`config.mk`:
```
export PLATFORM = sky130hd
export DESIGN_NAME = ca_code_gen
export DESIGN_NICKNAME = d
export VERILOG_FILES = /design/src/rtl/ca_code_gen.sv
export SDC_FILE = /design/constraint.sdc
export NUM_CORES = 1
export LEC_CHECK = 0
export BUFFER_PORTS_ARGS = -buffer_cell sky130_fd_sc_hd__buf_2
export CAP_MARGIN = 5
export CORE_MARGIN = 5
export CORE_UTILIZATION = 59
export CTS_CLUSTER_DIAMETER = 50
export DETAILED_ROUTE_END_ITERATION = 16
export PLACE_DENSITY = 0.8
export RECOVER_POWER = 25
export SYNTH_ARGS = -nofsm -noshare
export SYNTH_HDL_FRONTEND = slang
export SYNTH_SLANG_ARGS = --single-unit
```
`constraint.sdc`:
```
create_clock -name clk -period 2.4 [get_ports clk]
set_input_delay 0.48 -clock clk [delete_from_list [all_inputs] [get_ports clk]]
set_output_delay 0.48 -clock clk [all_outputs]
set_load 0.05 [all_outputs]
```
`src/rtl/ca_code_gen.sv`:
```
// GPS L1 C/A Gold-code generator: G1/G2 LFSRs stepped per half-chip, E/P/L taps, epoch dump.
// All outputs registered, visible one clk after the strobe; no backpressure (strobe-driven by the code NCO).
module ca_code_gen #(
  parameter int          CHIPS_PER_EPOCH = 1023,
  parameter logic [9:0]  G1_INIT         = 10'h3FF
) (
  input  logic        clk,
  input  logic        rstn,
  input  logic        hc_enable,
  input  logic        prn_key_enable,
  input  logic [9:0]  prn_key,
  input  logic        slew_enable,
  input  logic [10:0] code_slew,
  output logic        early,
  output logic        prompt,
  output logic        late,
  output logic        dump_enable,
  output logic [10:0] code_phase
);

  localparam logic [9:0]  LAST_CHIP = 10'(CHIPS_PER_EPOCH - 1);
  localparam logic [10:0] LAST_HALF = 11'(2 * CHIPS_PER_EPOCH - 1);

  typedef enum logic {RUN, SLEW} state_t;

  state_t      state, state_nxt;
  logic [10:0] slew_cnt, slew_nxt;
  logic [9:0]  g1, g2, g2_key, chip_cnt;
  logic        half;
  logic        gold, g1_fb, g2_fb, slew_take, step, epoch;

  assign gold      = g1[9] ^ g2[9];
  assign g1_fb     = g1[2] ^ g1[9];
  assign g2_fb     = g2[1] ^ g2[2] ^ g2[5] ^ g2[7] ^ g2[8] ^ g2[9];
  assign slew_take = slew_enable && (code_slew != 11'd0);
  assign epoch     = step && half && (chip_cnt == LAST_CHIP);

  // A strobe coincident with a slew load is swallowed and counts as the first one.
  always_comb begin
    state_nxt = state;
    slew_nxt  = slew_cnt;
    step      = 1'b0;
    if (prn_key_enable) begin
      state_nxt = RUN;
      slew_nxt  = 11'd0;
      if (slew_take) begin
        state_nxt = SLEW;
        slew_nxt  = code_slew;
      end
    end else if (slew_take) begin
      if (hc_enable) begin
        slew_nxt  = code_slew - 11'd1;
        state_nxt = (code_slew == 11'd1) ? RUN : SLEW;
      end else begin
        slew_nxt  = code_slew;
        state_nxt = SLEW;
      end
    end else if (hc_enable) begin
      if (state == SLEW) begin
        slew_nxt = slew_cnt - 11'd1;
        if (slew_cnt == 11'd1) state_nxt = RUN;
      end else begin
        step = 1'b1;
      end
    end
  end

  always_ff @(posedge clk or negedge rstn) begin
    if (!rstn) begin
      state    <= RUN;
      slew_cnt <= 11'd0;
    end else begin
      state    <= state_nxt;
      slew_cnt <= slew_nxt;
    end
  end

  always_ff @(posedge clk or negedge rstn) begin
    if (!rstn) begin
      g1          <= G1_INIT;
      g2          <= 10'h3FF;
      g2_key      <= 10'h3FF;
      chip_cnt    <= 10'd0;
      half        <= 1'b0;
      early       <= 1'b0;
      prompt      <= 1'b0;
      late        <= 1'b0;
      dump_enable <= 1'b0;
      code_phase  <= 11'd0;
    end else begin
      dump_enable <= 1'b0;
      if (prn_key_enable) begin
        g2_key     <= prn_key;
        g2         <= prn_key;
        g1         <= G1_INIT;
        chip_cnt   <= 10'd0;
        half       <= 1'b0;
        code_phase <= 11'd0;
        early      <= 1'b0;
        prompt     <= 1'b0;
        late       <= 1'b0;
      end else if (step) begin
        late   <= prompt;
        prompt <= early;
        early  <= gold;
        half   <= ~half;
        if (epoch) begin
          chip_cnt    <= 10'd0;
          g1          <= G1_INIT;
          g2          <= g2_key;
          code_phase  <= 11'd0;
          dump_enable <= 1'b1;
        end else begin
          if (half) begin
            g1       <= {g1[8:0], g1_fb};
            g2       <= {g2[8:0], g2_fb};
            chip_cnt <= chip_cnt + 10'd1;
          end
          code_phase <= (code_phase == LAST_HALF) ? 11'd0 : code_phase + 11'd1;
        end
      end
    end
  end

endmodule

```
==> flow_summary.ini <==
[outcome]
status = finished, final reports clean

[placed_design]
io_buffer_count = 40
dpl.hpwl_mm = 6.09
place.gp.congestion = 0.854

[timing]
slew_headroom_pct = 21.0
finalSetupTns_ns = 0
finalHoldViolCount = 0
grt_setup_unrepaired = false
fin_crit_sh_pct = 89.2
max_freq_mhz = 467
whs_ns = 0.373
worstMarginPinSlew_ns = 1.18
report.final.slew_viol_count = 0
period_needed_ns = 2.14
final-setup-viol-count = 0
finalClockSkew_ns = 0.0116

[critical_path]
r2r-start = chip_cnt[0]
endpoint_kind = flip-flop
path_max_fanout = 8
cp.arrival_ns = 2.39
path_cells = inv_1 > ha_1 > and3_1 > and4_1 > nor2_1 > a21oi_1 > o32ai_1
r2r_slack_ns = 0.26
crit_buf_inv = 1
cp.required_ns = 2.65
critPathTopFamily = simple AND/OR/NAND/NOR gates
rr_endpoint = code_phase[5]
cpPeakStageDelay_ns = 0.49
startpoint_type = flip-flop
cp_slowest_cell = nor2_1
ff2ff_path_depth = 7
worstSetupPathType = reg2reg

[yosys]
synthArstFlopShare_pct = 100
netlist_instances = 401
synth.top_cell.area_share_pct = 24.6
ys_warn_count = 0
synth_commonest_cells = nor2_1 (49), dfrtp_1 (38), dfstp_2 (30)
netlist_area_um2 = 3870
ys_types = 58
synth.largest_area_cell = dfrtp_1
yosysMostFrequentCell = nor2_1
synth-edff-count = 0
ys.flop_type = dfrtp_1
ys_seq_area_share_pct = 44.9
synth_top_cells_by_area = dfrtp_1 (25%), dfstp_2 (20%), xnor2_1 (5.7%)
ys_ff_latch = 68
synth.avg_cell_area_um2 = 9.66
synth_fp_nets = 435

[flow_run]
maxCapViolations = 0

[detailed_routing]
route.detailed.drc = 0
drtIter0Drc = 176
firstDrtPassIters = 4
routed_wl_mm = 8.86
antenna_left = 0
wl_per_cell_um = 16.6
viasPerCell = 6.10
via_count = 3243

[clock_network]
cts_hold_buf = 0
cts_resized = 0
numCtsBuffers = 9
cts_sinks = 68
clk_pin_slew_ns = 0.08
clock_latency_ns = 0.35
cts-root-buf = clkbuf_8
cts.path.max_buffers = 2
cts_setup_buffers = 0
tritoncts = done
htree_levels = 3

[finish]
num_antenna_cells = 0
layout.nets = 484
area_growth_pct = 13.8
drive_gt1_share_pct = 27.7

[floorplan]
dieHeight_um = 91.0
initial_core_util_pct = 61.0
dieArea_um2 = 8280
die_w_um = 91.0
io_pins = 41
core-area_um2 = 6350
rows = 29

[hold_path]
worstHoldStart = prn_key[3]
min_to = g2_key[3]
min_path_type = in2reg
holdPathStages = 2

[power]
ir_drop_mv = 0.381
leakagePower_uw = 0.00177
powerDensity_nw_per_um2 = 591
finalPower_uw = 2600

[global_route]
grt_first_pass_wirelength_mm = 15.3
grt_start_max_net_pins = 27
antenna_found_initial = 0
grt_pass1_vias = 3256
grt.total_usage_pct = 22.1
grt-ovfl-total = 0
## flip-flops by register name (all words and copies together) (netlist names)
name	flops
chip_cnt	10
prompt	1
state	1
slew_cnt	11
late	1
g1	10
dump_enable	1
code_phase	11
g2_key	10
g2	10
early	1
half	1
## layout by cell type, fill, tap and decap left out, types with 9 or more instances in the layout
cell type / n
nand2_1: 29
buf_4: 13
inv_1: 15
nor3_1: 12
mux2i_1: 12
nand3_1: 13
clkbuf_8: 10
xnor2_1: 25
mux2_2: 9
buf_2: 39
o21ai_0: 18
dfrtp_1: 38
a22oi_1: 12
a21oi_1: 23
dfstp_2: 30
nor2_1: 49
## layer usage
metal	part of all wire [%]	global-route usage, %	wire length, um
met2	49	35.0	4370
met4	1.7	8.68	151
met3	5.0	3.80	441
met5	0	0	0
met1	44	30.4	3890
## per-stage QoR
step / cells / setup slack, ns / area (um^2) / utilization [%]
floorplan: 401 / 0.312 / 3870 / -
global placement: 516 / 0.146 / 4210 / 66.3
detailed placement: 516 / 0.0368 / 4210 / 66.3
CTS: 532 / 0.280 / 4410 / 69.5
global route: 532 / 0.0368 / 4410 / 69.4
finish: 532 / 0.260 / 4410 / 69.4
## worst max path at each step
stage	startpoint	to	slack [ns]	cells past startpoint
after floorplan	code_slew[0]	code_phase[4]	0.31	7
after global placement	code_slew[0]	g1[0]	0.15	8
after detailed placement	code_slew[0]	g1[0]	0.04	8
after CTS	chip_cnt[0]	code_phase[5]	0.28	7
after global routing	chip_cnt[0]	code_phase[5]	0.04	7
final	chip_cnt[0]	code_phase[5]	0.26	7
## layout make-up
type	instances	area, um^2
Clock inverter	5	40.0
Sequential cell	68	1740
Inverter	15	56.3
Timing Repair Buffer	55	307
Clock buffer	11	163
Multi-Input combinational cell	301	2000
Fill cell	480	1940
Tap cell	77	96.3
## power by group
group	internal, uW	switching, uW	leakage (uW)
clock	476	475	0.000102
sequential	1240	56.8	0.000825
combinational	149	212	0.000843
total	1860	743	0.00177
## worst reg2reg max path: stages (launching register included)
cell and delay, ns:
dfrtp_1 0.40, inv_1 0.09, ha_1 0.20, and3_1 0.15, and4_1 0.29, nor2_1 0.49, a21oi_1 0.16, o32ai_1 0.28
## logic make-up (layout without fill, tap and decap cells)
kind of cell	after synthesis	count (layout)	synth area share [%]
DFF	68	68	44.9
muxes	21	21	5.72
and+or+nand+nor	148	148	20.2
adders and majority gates	8	8	2.58
buffers and inverters	32	86	3.33
AOI/OAI and AO/OA	93	93	16.3
xor gates and xnor gates	31	31	7.01
Note: power is estimated with default switching activity, not from simulation.
